### config.mk
export PLATFORM = sky130hd
export DESIGN_NAME = controlador_varredura_matriz
export DESIGN_NICKNAME = d
export VERILOG_FILES = /design/src/rtl/matriz_pkg.sv /design/src/rtl/divisor_varredura.sv /design/src/rtl/controlador_varredura_matriz.sv
export SDC_FILE = /design/constraint.sdc
export NUM_CORES = 1
export LEC_CHECK = 0
export CAP_MARGIN = 40
export CORE_UTILIZATION = 46
export CTS_CLUSTER_SIZE = 25
export DETAILED_ROUTE_END_ITERATION = 7
export GPL_TIMING_DRIVEN = 0
export PLACE_DENSITY_LB_ADDON = 0.1
export SYNTH_ARGS = -nofsm -noshare
export SYNTH_HDL_FRONTEND = slang
export SYNTH_SLANG_ARGS = --single-unit
export TNS_END_PERCENT = 50
### constraint.sdc
create_clock -name clk -period 1.85 [get_ports clk]
set_input_delay 0.37 -clock clk [delete_from_list [all_inputs] [get_ports clk]]
set_output_delay 0.37 -clock clk [all_outputs]
set_load 0.01 [all_outputs]
### src/rtl/matriz_pkg.sv
// ============================================================================
// Module      : matriz_pkg
// Description : Shared definitions for the column-scan matrix controller:
//               controller state encoding, column-register load value,
//               glyph ROM (4 glyphs x 7 columns x 5 rows) and small helpers.
// Revision    : 1.0 - initial release
// ============================================================================
`default_nettype none

package matriz_pkg;

    // Controller states: load (CARGA) holds the scan at column 0,
    // scan (VARRE) walks the columns on every divider tick.
    typedef enum logic [0:0] {
        CARGA = 1'b0,
        VARRE = 1'b1
    } estado_t;

    // Value loaded into the external column ring register
    localparam logic [6:0] c_valor_carga = 7'b0000001;

    localparam int c_num_colunas = 7;

    // Glyph ROM, indexed [glyph][column]; bit 0 is the top row.
    // Glyph 0 is blank, glyph 1 lights every LED, glyph 2 is an 'A'
    // and glyph 3 is a checkerboard.
    localparam logic [0:3][0:6][4:0] c_glifo_rom = '{
        '{5'b00000, 5'b00000, 5'b00000, 5'b00000, 5'b00000, 5'b00000, 5'b00000},
        '{5'b11111, 5'b11111, 5'b11111, 5'b11111, 5'b11111, 5'b11111, 5'b11111},
        '{5'b11110, 5'b00101, 5'b00101, 5'b00101, 5'b11110, 5'b00000, 5'b00000},
        '{5'b10101, 5'b01010, 5'b10101, 5'b01010, 5'b10101, 5'b01010, 5'b10101}
    };

    // Width of a counter that must hold 0..div-1
    function automatic int largura_contador(input int div);
        return (div > 1) ? $clog2(div) : 1;
    endfunction

    // One-hot column pattern expected from the ring register at a given index
    function automatic logic [6:0] um_quente(input logic [2:0] idx);
        return c_valor_carga << idx;
    endfunction

endpackage

`default_nettype wire

### src/rtl/divisor_varredura.sv
// ============================================================================
// Module      : divisor_varredura
// Description : Free-running column-period divider. Counts 0..DIV-1 and
//               flags the last count of each period with a one-cycle tick.
// Revision    : 1.0 - initial release
// ============================================================================
`default_nettype none

module divisor_varredura
    import matriz_pkg::*;
#(
    parameter int DIV = 50000
) (
    input  logic                              clk,
    input  logic                              reset_n,
    output logic                              tick,
    output logic [largura_contador(DIV)-1:0]  count
);

    localparam int                c_cw     = largura_contador(DIV);
    localparam logic [c_cw-1:0]   c_ultimo = c_cw'(DIV - 1);

    logic [c_cw-1:0] r_count;

    // Period counter, wraps to 0 after DIV-1 regardless of controller mode
    always_ff @(posedge clk or negedge reset_n) begin
        if (!reset_n) begin
            r_count <= '0;
        end else if (r_count == c_ultimo) begin
            r_count <= '0;
        end else begin
            r_count <= r_count + 1'b1;
        end
    end

    // Tick is decoded from the register, so it is low while reset holds count at 0
    assign tick  = (r_count == c_ultimo);
    assign count = r_count;

endmodule

`default_nettype wire

### src/rtl/controlador_varredura_matriz.sv
// ============================================================================
// Module      : controlador_varredura_matriz
// Description : 7x5 LED matrix column-scan controller. Steps a column index
//               on each divider tick, drives the glyph rows for the active
//               column, and checks the external one-hot column register
//               against the index (sticky error flag).
//               Optional build macro CONTROLADOR_BLANKING_EN: rows are held
//               dark for BLANK_CYC cycles after every column change.
// Revision    : 1.0 - initial release
// ============================================================================
`default_nettype none

module controlador_varredura_matriz
    import matriz_pkg::*;
#(
    parameter int DIV       = 50000,
    parameter int BLANK_CYC = 4
) (
    input  logic        clk,
    input  logic        reset_n,
    input  logic        ch1,
    input  logic        ch0,
    input  logic [1:0]  simbolo,
    input  logic [6:0]  coluna_in,
    output logic [6:0]  valores_coluna,
    output logic        tick_desloca,
    output logic [4:0]  linhas,
    output logic [2:0]  indice_coluna,
    output logic        erro_sinc
);

    localparam int c_cw = largura_contador(DIV);

    estado_t          r_estado;
    estado_t          w_estado_prox;
    logic             w_tick;
    logic [c_cw-1:0]  w_count;
    logic             w_carga_req;
    logic             w_avanca;
    logic [2:0]       w_indice_prox;
    logic [2:0]       r_indice;
    logic [4:0]       r_linhas;
    logic             r_cmp_pend;
    logic             r_erro;

    divisor_varredura #(
        .DIV (DIV)
    ) u_divisor (
        .clk     (clk),
        .reset_n (reset_n),
        .tick    (w_tick),
        .count   (w_count)
    );

    // Load mode is requested by the keys directly so it can pre-empt a tick
    assign w_carga_req = ({ch1, ch0} == 2'b00);

    // Controller state register
    always_ff @(posedge clk or negedge reset_n) begin
        if (!reset_n) begin
            r_estado <= CARGA;
        end else begin
            r_estado <= w_estado_prox;
        end
    end

    // Next state, column-advance decision and next column index
    always_comb begin
        w_estado_prox = VARRE;
        w_avanca      = 1'b0;
        w_indice_prox = r_indice + 3'd1;
        if (w_carga_req) begin
            w_estado_prox = CARGA;
        end
        // A load request on a tick cycle wins: no advance, no compare later
        if ((r_estado == VARRE) && w_tick && !w_carga_req) begin
            w_avanca = 1'b1;
        end
        if (r_indice == 3'(c_num_colunas - 1)) begin
            w_indice_prox = 3'd0;
        end
    end

    // Column index, row register and compare-pending flag
    always_ff @(posedge clk or negedge reset_n) begin
        if (!reset_n) begin
            r_indice   <= 3'd0;
            r_linhas   <= 5'd0;
            r_cmp_pend <= 1'b0;
        end else if (w_carga_req) begin
            r_indice   <= 3'd0;
            r_linhas   <= 5'd0;
            r_cmp_pend <= 1'b0;
        end else begin
            // The ring register shifts on the same edge, so it is checked one cycle later
            r_cmp_pend <= w_avanca;
            if (w_avanca) begin
                r_indice <= w_indice_prox;
                r_linhas <= c_glifo_rom[simbolo][w_indice_prox];
            end
        end
    end

    // Sticky synchronisation error: set on a column mismatch, cleared only in load mode
    always_ff @(posedge clk or negedge reset_n) begin
        if (!reset_n) begin
            r_erro <= 1'b0;
        end else if (r_estado == CARGA) begin
            r_erro <= 1'b0;
        end else if (r_cmp_pend && !w_carga_req && (coluna_in != um_quente(r_indice))) begin
            r_erro <= 1'b1;
        end
    end

    assign valores_coluna = c_valor_carga;
    assign tick_desloca   = w_tick;
    assign indice_coluna  = r_indice;
    assign erro_sinc      = r_erro;

`ifdef CONTROLADOR_BLANKING_EN
    // The divider restarts at 0 right after each tick, so its low counts
    // mark the dark interval that follows a column change.
    always_comb begin
        linhas = r_linhas;
        if (w_count < c_cw'(BLANK_CYC)) begin
            linhas = 5'd0;
        end
    end
`else
    // Rows come straight from the row register; divider phase is not needed
    assign linhas = r_linhas;

    localparam int c_unused_blank_cyc = BLANK_CYC;
    logic w_unused_count;
    assign w_unused_count = ^w_count;
`endif

endmodule

`default_nettype wire
==> flow_metrics.py <==
metrics = {
    "clocking": {
        "htree_levels": 1,
        "cts_hold_buf": 0,
        "clockBufferDepth": 2,
        "cts_root_buf": "clkbuf_4",
        "cts.clk_slew.worst_paths_ns": 0.13,
        "clock-sinks": 26,
        "clk_latency_ns": 0.32,
        "numCtsBuffers": 3,
        "cts_tree": "yes",
    },
    "timing": {
        "setup_violations": 8,
        "post-route-min-period_ns": 2.272,
        "final.setup.tns_ns": -1.401,
        "fin_worst_skew_ns": 0.002700,
        "fin_ws_ns": -0.4221,
        "min_period_over_period_pct": 122.8,
        "fmax_ghz": 0.4401,
        "relSlewSlack_pct": 57.18,
        "timing.final.hold_violations": 0,
        "worst_pin_slew_ns": 0.6400,
        "maxSlewViolCount": 0,
        "rsz0062_at_grt": "true",
    },
    "pwr": {
        "pwr-share-clk_pct": 25.8,
        "switchingPower_w": 0.0002024,
        "seqPwrFrac_pct": 63.8,
        "power_frac_comb_pct": 10.4,
        "power_w": 0.0008954,
        "cellInternalPower_w": 0.0006931,
        "ir_worst_vdd_mv": 0.5100,
        "p_per_area_nw_per_um2": 445.3,
        "switching_share_pct": 22.60,
        "p_leak_nw": 0.8600,
    },
    "drt": {
        "vias": 1402,
        "via_per_inst": 5.455,
        "firstDrtPassIters": 4,
        "routedWlPerCell_um": 13.43,
        "drt-initial-drc-count": 57,
        "wl_met3_um": 177,
        "met1_length_mm": 1.626,
        "route.antenna.remaining_nets": 0,
        "drc": 0,
        "drt-total-wl_mm": 3.452,
        "top_layer_used": "met4",
        "met2_length_mm": 1.635,
    },
    "logic_synthesis": {
        "synthTopCellsByArea": "dfrtp_1, a21oi_1, buf_4",
        "synth_area_leader_cell": "dfrtp_1",
        "async_flop_share_pct": 100.0,
        "synth.avg_cell_area_um2": 8.808,
        "synthesis.area_um2": 1559,
        "synth_ff_type": "dfrtp_1",
        "synth_edf_count": 0,
        "synth_most_common_cell": "dfrtp_1",
        "synth_top_area_share_pct": 41.73,
        "yosysWarningCount": 0,
        "synthTopCellsByCount": "dfrtp_1, nand2_1, a21oi_1, nor2_1, inv_1",
        "yosysUniqueCellTypes": 36,
        "yosysSeqAreaShare_pct": 41.73,
        "synth_cells": 177,
        "synth-seq-cells": 26,
    },
    "die": {
        "core_area_um2": 3128,
        "start_util_pct": 49.84,
        "dieArea_um2": 3626,
        "dieHeight_um": 60.22,
        "ios": 30,
        "die_w_um": 60.22,
        "num_rows": 20,
    },
    "outcome": {
        "violations": "negative setup slack",
        "outcome": "finished with violations",
    },
    "worst_setup_path": {
        "crit_path_end_kind": "output pin",
        "cp_slowest_cell": "or4b_4",
        "crit_path_cell_trace": "or4b_4 > nor4_4 > clkbuf_8 > buf_6",
        "arrival_ns": 1.90,
        "worstPathMaxFanout": 4,
        "crit_path_max_incr_delay_ns": 0.54,
        "startpoint_type": "flip-flop",
        "critical_path_class": "flip-flop to output pin",
        "required_ns": 1.48,
    },
    "finish": {
        "drive_gt1_share_pct": 19.25,
        "final_nets": 232,
        "diodes": 0,
        "fill_cells": 278,
        "synthToLayoutAreaGrowth_pct": 28.97,
        "layout.cells.non_filler": 257,
    },
    "global_route": {
        "grt_max_degree": 15,
        "grt-ovfl-total": 0,
        "antenna_found_initial": 0,
        "grt_pass1_wl_mm": 6.065,
        "gr-usage-all-layers_pct": 22.06,
        "grt_pass1_vias": 1332,
    },
    "place": {
        "gp_congestion": 0.7953,
        "port_buffers": 22,
        "dp_cells": 249,
        "dp_hpwl_mm": 2.523,
        "dp_worst_setup_slack_ns": -0.6625,
    },
    "run": {
        "max_cap_viol_count": 0,
    },
    "worst_hold_path": {
        "worst_hold_path_type": "input pin to async pin",
    },
}
==> metrics by stage <==
stage | hold slack, ns | utilization (%) | cell area [µm²]
finish | 0.4234 | 64.28 | 2011
global route | 0.4401 | 64.28 | 2011
CTS | 0.4445 | 63.16 | 1976
detailed placement | 0.4710 | 59.76 | 1869
global placement | 0.4663 | 59.28 | 1854
floorplan | 0.07441 | - | 1579
==> layout make-up <==
| class | instances | area (µm²) | area share (%) |
|---|---|---|---|
| flip-flops and latches | 26 | 653.1 | 32.48 |
| repair buffers | 31 | 296.5 | 14.75 |
| inverters | 10 | 37.54 | 1.867 |
| plain buffers | 12 | 85.08 | 4.231 |
| clock buffers | 3 | 22.52 | 1.120 |
| well taps | 44 | 55.05 | 2.738 |
| multi-input cells | 131 | 860.8 | 42.81 |
==> logic make-up (layout without fill, tap and decap cells) <==
kind of cell / after synthesis / in the layout / share of synthesized area (%)
and+or+nand+nor: 65 / 65 / 22.23
AOI/OAI and AO/OA: 41 / 41 / 16.29
DFF: 26 / 26 / 41.73
buffers and inverters: 25 / 56 / 8.186
xor gates and xnor gates: 14 / 14 / 7.865
adders and majority gates: 4 / 4 / 3.210
other: 2 / 7 / 0.4817
==> routing by layer <==
layer,GRT usage (%),vias up
li1,-,687
met4,3.322,0
met2,34.85,41
met1,31.19,671
met3,5.195,3
met5,0,-
==> state kept, by name, indices dropped and copies added (netlist names) <==
| signal | cells |
|---|---|
| linhas | 4 |
| indice_coluna | 3 |
| u_divisor.count | 16 |
| r_cmp_pend | 1 |
| erro_sinc | 1 |
| r_estado | 1 |
==> power groups by stage <==
stage | combinational (W) | sequential, W | clock, W
2_1_floorplan | 0.0000403 | 0.000581 | 0
5_1_grt | 0.000105 | 0.000571 | 0.000263
3_3_place_gp | 0.0000844 | 0.000581 | 0
4_1_cts | 0.0000923 | 0.000571 | 0.000236
6_report | 0.0000932 | 0.000571 | 0.000231
3_5_place_dp | 0.0000896 | 0.000581 | 0
==> critical path: cells and delay by family (launching register included) <==
kind / cells / cell delay (ns)
simple gates: 2 / 0.86
flops: 1 / 0.44
buf+inv: 2 / 0.28
==> cells in the final DEF, fill, tap and decap left out, types with 2 or more instances in the layout <==
| cell | Yosys | routed |
|---|---|---|
| a21oi_1 | 15 | 13 |
| nor3_1 | 7 | 5 |
| clkbuf_4 | 0 | 3 |
| nand2_1 | 17 | 15 |
| buf_4 | 9 | 16 |
| nor2b_1 | 2 | 2 |
| nand3_1 | 8 | 7 |
| and2_1 | 3 | 2 |
| dfrtp_2 | 0 | 2 |
| nand4b_1 | 2 | 2 |
| xnor2_1 | 7 | 7 |
| or4b_4 | 1 | 2 |
| nand4_1 | 2 | 2 |
| and4_1 | 2 | 2 |
| clkbuf_1 | 6 | 3 |
| conb_1 | 2 | 7 |
| a211oi_1 | 2 | 2 |
| ha_1 | 4 | 4 |
| clkdlybuf4s50_1 | 0 | 21 |
| nor3_2 | 0 | 2 |
| o211ai_1 | 2 | 2 |
| xor2_1 | 7 | 7 |
| o21ai_0 | 8 | 8 |
| a21oi_2 | 0 | 2 |
| nand2b_1 | 3 | 3 |
| dfrtp_1 | 26 | 24 |
| nor2_1 | 14 | 14 |
| inv_1 | 10 | 8 |
| o22ai_1 | 3 | 3 |
| o2111ai_2 | 0 | 2 |
| inv_2 | 0 | 2 |
==> worst paths after layout <==
path | startpoint | to | slack, ns | cells past startpoint
max in group asynchronous | reset_n | indice_coluna[0] | 0.90 | 2
setup reg to reg | u_divisor.count[13] | linhas[2] | -0.18 | 6
setup / recovery | u_divisor.count[13] | tick_desloca | -0.42 | 4
hold reg to reg | u_divisor.count[0] | u_divisor.count[0] | 0.49 | 1
min in group clk | u_divisor.count[0] | u_divisor.count[0] | 0.49 | 1
hold / removal | reset_n | erro_sinc | 0.42 | 1
==> what timing repair did <==
action | in CTS | in global routing
pin swaps | 9 | 4
resized for setup | 17 | 9
buffers inserted | 6 | 4
setup endpoints to repair | 9 | 18
endpoints found under the hold margin | 0 | 0
(Power assumes the default switching activity.)
